==> src/rtl/fp_result_packer.sv <==
// Packs adder results into a FIFO, with sticky exception flags and a counter of results dropped because the FIFO was full.
// Build option: define FP_PACK_CANON_NAN_EN to store every NaN as the canonical 32'h7FC00000.
module fp_result_packer #(
   parameter int DEPTH = 4,
   parameter int CNT_W = 8
) (
   input  logic                     clk,
   input  logic                     rst,
   input  logic                     in_valid,
   input  logic                     Sz,
   input  logic [7:0]               Ez,
   input  logic [22:0]              Mz,
   input  logic [4:0]               in_flags,
   output logic                     out_valid,
   input  logic                     out_ready,
   output logic [31:0]              out_data,
   output logic [4:0]               out_flags,
   output logic [4:0]               sticky_flags,
   input  logic                     flag_clr,
   output logic [$clog2(DEPTH):0]   level,
   output logic [CNT_W-1:0]         drop_cnt
);

   localparam int PW = $clog2(DEPTH);
   localparam int LW = PW + 1;
   localparam logic [LW-1:0] DEPTH_L = LW'(DEPTH);

   logic [31:0]      data_mem_q [DEPTH];
   logic [4:0]       flag_mem_q [DEPTH];
   logic [PW-1:0]    wr_ptr_q, wr_ptr_d;
   logic [PW-1:0]    rd_ptr_q, rd_ptr_d;
   logic [LW-1:0]    level_q, level_d;
   logic [4:0]       sticky_q, sticky_d;
   logic [CNT_W-1:0] drop_q, drop_d;
   logic [31:0]      push_data;
   logic             pop, push, drop, full;

   always_comb begin
      push_data = {Sz, Ez, Mz};
`ifdef FP_PACK_CANON_NAN_EN
      if (Ez == 8'hFF && Mz != 23'd0) push_data = 32'h7FC0_0000;
`endif
   end

   always_comb begin
      full = (level_q == DEPTH_L);
      pop  = out_valid & out_ready;
      push = in_valid & (~full | pop);
      drop = in_valid & full & ~pop;

      wr_ptr_d = push ? wr_ptr_q + 1'b1 : wr_ptr_q;
      rd_ptr_d = pop  ? rd_ptr_q + 1'b1 : rd_ptr_q;

      level_d = level_q;
      if (push && !pop) level_d = level_q + 1'b1;
      else if (pop && !push) level_d = level_q - 1'b1;

      drop_d = (drop && !(&drop_q)) ? drop_q + 1'b1 : drop_q;

      // New flags arriving with a clear take precedence over the clear
      sticky_d = sticky_q;
      if (flag_clr) sticky_d = in_valid ? in_flags : 5'd0;
      else if (in_valid) sticky_d = sticky_q | in_flags;
   end

   always_ff @(posedge clk or negedge rst) begin
      if (!rst) begin
         wr_ptr_q <= '0;
         rd_ptr_q <= '0;
         level_q  <= '0;
         sticky_q <= '0;
         drop_q   <= '0;
      end else begin
         wr_ptr_q <= wr_ptr_d;
         rd_ptr_q <= rd_ptr_d;
         level_q  <= level_d;
         sticky_q <= sticky_d;
         drop_q   <= drop_d;
      end
   end

   always_ff @(posedge clk) begin
      if (push) begin
         data_mem_q[wr_ptr_q] <= push_data;
         flag_mem_q[wr_ptr_q] <= in_flags;
      end
   end

   // Storage is not reset; the head is masked to zero whenever the FIFO is empty
   assign out_valid    = (level_q != '0);
   assign out_data     = out_valid ? data_mem_q[rd_ptr_q] : 32'd0;
   assign out_flags    = out_valid ? flag_mem_q[rd_ptr_q] : 5'd0;
   assign sticky_flags = sticky_q;
   assign level        = level_q;
   assign drop_cnt     = drop_q;

endmodule

==> config.mk <==
export PLATFORM = sky130hd
export DESIGN_NAME = fp_result_packer
export DESIGN_NICKNAME = d
export VERILOG_FILES = /design/src/rtl/fp_result_packer.sv
export SDC_FILE = /design/constraint.sdc
export NUM_CORES = 1
export LEC_CHECK = 0
export CAP_MARGIN = 25
export CELL_PAD_IN_SITES_DETAIL_PLACEMENT = 1
export CELL_PAD_IN_SITES_GLOBAL_PLACEMENT = 2
export CORE_MARGIN = 5
export CORE_UTILIZATION = 44
export CTS_BUF_LIST = sky130_fd_sc_hd__clkbuf_16
export DETAILED_ROUTE_END_ITERATION = 7
export HOLD_SLACK_MARGIN = 0.06
export PLACE_DENSITY_LB_ADDON = 0.1
export SLEW_MARGIN = 10
export SYNTH_ARGS = -nofsm -noshare
export SYNTH_HDL_FRONTEND = slang
export SYNTH_SLANG_ARGS = --single-unit
==> constraint.sdc <==
create_clock -name clk -period 6.3 [get_ports clk]
set_input_delay 1.26 -clock clk [delete_from_list [all_inputs] [get_ports clk]]
set_output_delay 1.26 -clock clk [all_outputs]
set_load 0.01 [all_outputs]
==> metrics.md, run 1 <==
| Metric | Value |
|---|---|
| Status | `completed` |
| WHS Path Cells | `2` |
| WHS Endpoint | `sticky_flags[2]$_DFFE_PN0P_` |
| Net switching power | `1.13 mW` |
| Cell total after placement | `597` |
| CTS clk-pin slew, worst paths | `0.06 ns` |
| Num CTS Buffers | `17` |
| Power Dens Cells | `475 mW/mm2` |
| Sw Share | `0.284` |
| Detail Placement HPWL | `8.01 mm` |
| Io pins | `96` |
| Pre-antenna DRT Iters | `4` |
| Post-CTS Repair Setup Buffers | `0` |
| Syn_nets | `378` |
| Number of antenna diodes | `0` |
| Kind of critical path | `reg2out` |
| Vias per cell | `5.33` |
| Worst-path maximum fanout | `21` |
| Critical R2R Launch | `level[2]$_DFFE_PN0P_` |
| Cell count after synthesis | `329` |
| Die height | `132 um` |
| Core area | `0.0146 mm2` |
| Crit share post-route | `0.675` |
| Full die area | `0.0175 mm2` |
| Number of synthesis warnings | `0` |
| Cell variety after synth | `31` |
| Port Buf Inserts | `95` |
| #FFs+latches synth | `168` |
| Commonest cells in the netlist | `148 x edfxtp_1, 38 x and2_1, 37 x mux4_2, 20 x dfrtp_1, 11 x nand2_1` |
| Sum Neg Setup Slack | `0 ns` |
| Max Cap Viol | `0` |
| Asr flop ratio synth | `0.119` |
| Largest net degree at the start of global routing | `41` |
| Slew Limit Fails | `0` |
| Congestion Overflow GR | `0` |
| Core Rows | `44` |
| Synth-to-layout area growth | `27.5%` |
| Seq/Total Area, Yosys | `0.751` |
| Final GP Congestion | `0.652` |
| Vias in the first global route | `3829` |
| Final ANT Viol Nets | `0` |
| Cell taking the most area after synthesis | `edfxtp_1` |
| Worst hold start | `sticky_flags[2]$_DFFE_PN0P_` |
| Crit path time final | `4.25 ns` |
| Slew margin rel. | `0.319` |
| Clk sinks | `168` |
| Worst Hold Class | `reg2reg` |
| CTS Buffer Depth | `2` |
| Initial cell density of the core | `0.451` |
| Non-Filler Instances | `632` |
| Register area | `0.00495 mm2` |
| Ranking of synthesized cells by area | `edfxtp_1 68%, mux4_2 13%, dfrtp_1 7.6%, and2_1 3.6%, ha_1 1.1%` |
| Post-cts resize count | `0` |
| Proportion of layout cells with a drive suffix above 1 | `0.194` |
| Fin nets | `484` |
| Skew-Pair Late Insertion Delay | `0.43 ns` |
| RSZ-0062 raised after global routing | `no` |
| Clock power share | `0.263` |
| Root Driver | `clkbuf_16` |
| Critical Path RT | `5.04 ns` |
| H-tree depth | `4` |
| Worst vdd ir | `0.000262 V` |
| Final Skew | `0.00857 ns` |
| Critical Path AT | `2.99 ns` |
| Peak Freq | `235 MHz` |
| Total GRT Usage | `0.159` |
| Flop pwr share | `0.406` |
| Fillers | `1251` |
| Leakage | `2.84 nW` |
| Area of the multi-input gates | `0.00155 mm2` |
| EDFF count, synth | `148` |
| Synth top area share | `0.675` |
| Most used DFF post-synth | `edfxtp_1` |
| Global-route wire length before repair | `21.3 mm` |
| Syn Std Cell Area | `0.00658 mm2` |
| CTS tree | `yes` |
| Count leader, synth | `edfxtp_1` |
| Endpoints failing setup | `0` |
| CP Capture Type | `output pin` |
| R2r worst-path depth | `8` |
| Mean post-synth cell area | `20.0 um2` |
| WL per Instance | `20.9 um` |
| Startpoint types | `flop` |
| RR Endpoint | `level[2]$_DFFE_PN0P_` |
| Initial antenna violation count | `0` |
| Combinational Power Share | `0.331` |
| Hold-fix buffers, CTS | `0` |
| DRC viols | `0` |
| Die width | `132 um` |
| Hold Vio Cnt, Final | `0` |
| Int Pwr | `2.86 mW` |
| Drt total wl | `13.2 mm` |
| DR iter-0 viols | `182` |
| Worst Max-Slew Pin Slew | `1.02 ns` |
| Via Count | `3370` |
| Setup slack, reg-to-reg | `3.65 ns` |
==> cells in the final DEF, fill, tap and decap left out, types with 4 or more instances in the layout <==
master and n:
edfxtp_1 148, clkdlybuf4s50_1 95, and2_1 38, mux4_2 37, dfrtp_1 18, clkbuf_16 17
nand2_1 11, inv_1 9, o21ai_0 6, ha_1 6, clkinvlp_4 6, xnor2_1 5
nor2_1 4, and3_2 4, nand3_1 4
==> routing by layer <==
| metal | up-vias | global-route usage | share of wire |
|---|---|---|---|
| met5 | - | 0 | 0 |
| met4 | 0 | 0.0441 | 0.0080 |
| met3 | 10 | 0.0615 | 0.054 |
| met2 | 92 | 0.260 | 0.50 |
| met1 | 1759 | 0.200 | 0.43 |
| li1 | 1509 | - | - |
==> how the worst max path moves through the flow <==
stage                                       start           end  slack [ns]  depth (start not counted)
after floorplan           rd_ptr_q[0]$_DFFE_PN0N_  out_data[27]        3.50                          4
after global placement    rd_ptr_q[0]$_DFFE_PN0N_   out_data[7]        2.42                          4
after detailed placement  rd_ptr_q[0]$_DFFE_PN0N_   out_data[7]        2.43                          4
after CTS                 rd_ptr_q[0]$_DFFE_PN0N_   out_data[7]        1.95                          4
after global routing      rd_ptr_q[0]$_DFFE_PN0N_   out_data[7]        1.85                          4
final                     rd_ptr_q[0]$_DFFE_PN0N_   out_data[7]        2.05                          4
==> through the flow <==
step	hold slack, ns	setup WS (ns)	util	instance area (um2)	power (mW)
floorplan	0.539	3.50	-	6580	2.32
global placement	0.514	2.42	0.529	7710	2.94
detailed placement	0.523	2.43	0.530	7730	2.98
CTS	0.534	1.95	0.572	8340	4.05
global route	0.557	1.85	0.575	8390	4.21
finish	0.528	2.05	0.575	8390	3.99
==> state kept, by name (all words and copies together) (netlist names) <==
| register | cells |
|---|---|
| data_mem_q | 128 |
| drop_cnt | 8 |
| flag_mem_q | 20 |
| level | 3 |
| rd_ptr_q | 2 |
| sticky_flags | 5 |
| wr_ptr_q | 2 |
==> layout make-up <==
type / instances / share of cell area
clock buffer: 17 / 0.0507
clock inverter: 15 / 0.0213
inverter: 9 / 0.00402
multi-input combinational: 139 / 0.184
sequential: 168 / 0.589
tap: 184 / 0.0274
timing repair buffer: 100 / 0.123
==> worst max-delay path: stages, from the launching register on <==
cell and delay (ns):
dfrtp_2 0.82, buf_4 0.49, mux4_2 0.58, and2_1 0.18, clkdlybuf4s50_1 0.47
==> power groups by stage <==
stage	Combinational [mW]	Sequential (mW)	Clock (mW)
2_1_floorplan	0.784	1.54	0
3_3_place_gp	1.30	1.64	0
3_5_place_dp	1.33	1.65	0
4_1_cts	1.34	1.63	1.08
5_1_grt	1.43	1.65	1.13
6_report	1.32	1.62	1.05
==> cells by family (layout without fill, tap and decap cells) <==
| logic type | Yosys count | in the layout | synth area share |
|---|---|---|---|
| multiplexers | 41 | 41 | 0.134 |
| AND/OR/NAND/NOR | 70 | 70 | 0.0648 |
| flip-flops | 168 | 168 | 0.751 |
| buffers and inverters | 22 | 141 | 0.0141 |
| AO/OA/AOI/OAI | 14 | 14 | 0.0122 |
| XOR/XNOR | 7 | 7 | 0.00931 |
| adder cells (fa/ha/maj) | 7 | 7 | 0.0144 |
Note: power is estimated with default switching activity, not from simulation.
==> inputs of run 2 (changes only) <==
--- a/config.mk
+++ b/config.mk
@@ -9,7 +9,7 @@
 export CELL_PAD_IN_SITES_DETAIL_PLACEMENT = 1
 export CELL_PAD_IN_SITES_GLOBAL_PLACEMENT = 2
 export CORE_MARGIN = 5
-export CORE_UTILIZATION = 44
+export CORE_UTILIZATION = 41
 export CTS_BUF_LIST = sky130_fd_sc_hd__clkbuf_16
 export DETAILED_ROUTE_END_ITERATION = 7
 export HOLD_SLACK_MARGIN = 0.06
==> constraint.sdc (replaced) <==
create_clock -name clk -period 4.4 [get_ports clk]
set_input_delay 0.88 -clock clk [delete_from_list [all_inputs] [get_ports clk]]
set_output_delay 0.88 -clock clk [all_outputs]
set_load 0.01 [all_outputs]
==> run 2 against run 1 <==
  * Combinational power increased by 47%
  * Final area increased by 0.24%
  * Via count decreased by 1.2%
  * Die area increased by 6.8%
  * Flip-flop and latch count unchanged
  * Clock power increased by 36%
  * Highest routed layer unchanged
  * Largest power group unchanged
  * Setup slack got worse by 1.1 ns
  * Total power increased by 42%
==> metrics.md, run 2 (same netlist as run 1, synthesis figures left out) <==
| Metric | Value |
|---|---|
| Status | `completed` |
| Biggest register | `data_mem_q` |
| Worst-path maximum fanout | `29 (+38%)` |
| Total GRT Usage | `0.151 (-0.00775)` |
| Fillers | `1435 (+15%)` |
| Worst hold start | `sticky_flags[4]$_DFFE_PN0P_` |
| Fin nets | `485 (+0.21%)` |
| Global-route wire length before repair | `20.7 mm (-2.5%)` |
| Vias in the first global route | `3738 (-2.4%)` |
| Core Rows | `46 (+4.5%)` |
| Initial cell density of the core | `0.416 (-0.0353)` |
| Congestion Overflow GR | `0 (unchanged)` |
| Synth-to-layout area growth | `27.8%` |
| Max reg flops | `128 (unchanged)` |
| Setup slack, reg-to-reg | `1.68 ns (-1.97 ns)` |
| R2r worst-path depth | `8 (unchanged)` |
| WHS Path Cells | `2 (unchanged)` |
| Highest routed layer | `met4` |
| Final Skew | `0.00677 ns (-0.00181 ns)` |
| Hold-fix buffers, CTS | `0 (unchanged)` |
| Critical R2R Launch | `level[1]$_DFFE_PN0P_` |
| RSZ-0062 raised after global routing | `no` |
| Final GP Congestion | `0.710 (+8.9%)` |
| Slowest CP cell | `dfrtp_2` |
| Initial antenna violation count | `0 (unchanged)` |
| Worst Hold Class | `reg2reg` |
| Critical Path AT | `2.56 ns (-0.43 ns)` |
| Post-cts resize count | `0 (unchanged)` |
| Slew margin rel. | `0.322 (+0.00340)` |
| Final ANT Viol Nets | `0 (unchanged)` |
| H-tree depth | `4 (unchanged)` |
| Max Cap Viol | `0 (unchanged)` |
| CTS Buffer Depth | `2 (unchanged)` |
| Sum Neg Setup Slack | `0 ns (unchanged)` |
| CTS tree | `yes` |
| Worst vdd ir | `0.000421 V (+60%)` |
| CP max stage delay | `0.62 ns (-0.20 ns)` |
| Proportion of layout cells with a drive suffix above 1 | `0.188 (-0.00628)` |
| Leakage | `2.86 nW (+0.65%)` |
| Endpoints failing setup | `0 (unchanged)` |
| Startpoint types | `flop` |
| Most frequent cells in the layout | `148 x edfxtp_1, 95 x clkdlybuf4s50_1, 38 x and2_1` |
| Crit path max-delay family | `buffers and inverters` |
| WHS Endpoint | `sticky_flags[4]$_DFFE_PN0P_` |
| Port Buf Inserts | `95 (unchanged)` |
| RR Endpoint | `level[2]$_DFFE_PN0P_` |
| Io pins | `96 (unchanged)` |
| CTS clk-pin slew, worst paths | `0.06 ns (about the same)` |
| Pre-antenna DRT Iters | `4 (unchanged)` |
| Root Driver | `clkbuf_16` |
| Critical Path RT | `3.52 ns (-1.52 ns)` |
| Crit share post-route | `0.783` |
| Die width | `137 um (+3.3%)` |
| Crit path time final | `3.44 ns` |
| CP bufs+invs | `2 (unchanged)` |
| Hold Vio Cnt, Final | `0 (unchanged)` |
| Skew-Pair Late Insertion Delay | `0.42 ns (about the same)` |
| CP Capture Type | `output pin` |
| Kind of critical path | `reg2out` |
| Worst Max-Slew Pin Slew | `1.02 ns (-0.00511 ns)` |
| Number of antenna diodes | `0 (unchanged)` |
| Worst path cell trace | `buf_12, mux4_2, and2_1, clkdlybuf4s50_1` |
| Pre-CTS WS | `1.17 ns (-1.26 ns)` |
| Slew Limit Fails | `0 (unchanged)` |
| WL per Instance | `20.0 um (-4.3%)` |
| Power Dens Cells | `674 mW/mm2 (+42%)` |
| Worst setup margin | `0.955 ns (-1.09 ns)` |
| Placed instance area | `0.00784 mm2 (+1.3%)` |
| Full die area | `0.0187 mm2 (+6.8%)` |
| Metal3 WL | `767 um (+7.3%)` |
| Detail Placement HPWL | `8.15 mm (+1.8%)` |
| Most common cell after layout, fill and taps aside | `edfxtp_1` |
| DR WL met2 | `6.48 mm (-2.8%)` |
| Final instance area | `0.00841 mm2 (+0.24%)` |
| Largest net degree at the start of global routing | `41 (unchanged)` |
| DR iter-0 viols | `161 (-12%)` |
| Die height | `137 um (+3.3%)` |
| WL met1 | `5.91 mm (+2.9%)` |
| Core area | `0.0158 mm2 (+8.5%)` |
| DRC viols | `0 (unchanged)` |
| Post-CTS Repair Setup Buffers | `0 (unchanged)` |
| Clk sinks | `168 (unchanged)` |
| Num CTS Buffers | `17 (unchanged)` |
| Via Count | `3329 (-1.2%)` |
| Drt total wl | `13.3 mm (+0.36%)` |
| Vias per cell | `5.02 (-5.8%)` |
| Peak Freq | `290 MHz` |
## run 2: worst max-delay path by stage
stage,slack (ns),depth (start not counted),endpoint,from
final,0.96,4,out_data[6],rd_ptr_q[0]$_DFFE_PN0N_
after global routing,0.81,4,out_data[12],rd_ptr_q[0]$_DFFE_PN0N_
after detailed placement,1.17,9,level[2]$_DFFE_PN0P_,in_valid
after CTS,0.87,4,out_data[17],rd_ptr_q[0]$_DFFE_PN0N_
after global placement,1.24,9,level[2]$_DFFE_PN0P_,in_valid
after floorplan,1.98,4,out_data[27],rd_ptr_q[0]$_DFFE_PN0N_
## run 2: final cells by class
type,count,area [um2],area share
Clock buffer,17,425,0.0506
Clock inverter,13,139,0.0165
Inverter,9,33.8,0.00401
Multi-Input combinational cell,139,1550,0.184
Sequential cell,168,4950,0.588
Tap cell,216,270,0.0321
Timing Repair Buffer,101,1050,0.125
## run 2: power by group
group,leakage [nW],switching (mW),internal [mW]
Clock,0.284,0.559,0.872
Sequential,1.61,0.216,2.08
Combinational,0.971,0.806,1.14
Total,2.86,1.58,4.09
## run 2: tightest hold or removal path: cells and delay by family (launching register included)
| family | cells | cell delay (ns) |
|---|---|---|
| compound gates | 1 | 0.06 |
| buf+inv | 1 | 0.05 |
| flops | 1 | 0.38 |
## run 2: routing by layer
layer	vias up	GRT usage
li1	1517	-
met1	1722	0.196
met2	78	0.243
met3	12	0.0526
met4	0	0.0437
met5	-	0
## run 2: metrics by stage
stage	cells	util	power [mW]	hold slack [ns]
after floorplan	329	-	3.32	0.539
after global placement	629	0.491	4.27	0.520
after detailed placement	632	0.495	4.32	0.529
after CTS	662	0.531	5.78	0.541
after global routing	663	0.532	5.97	0.561
final	663	0.532	5.67	0.530
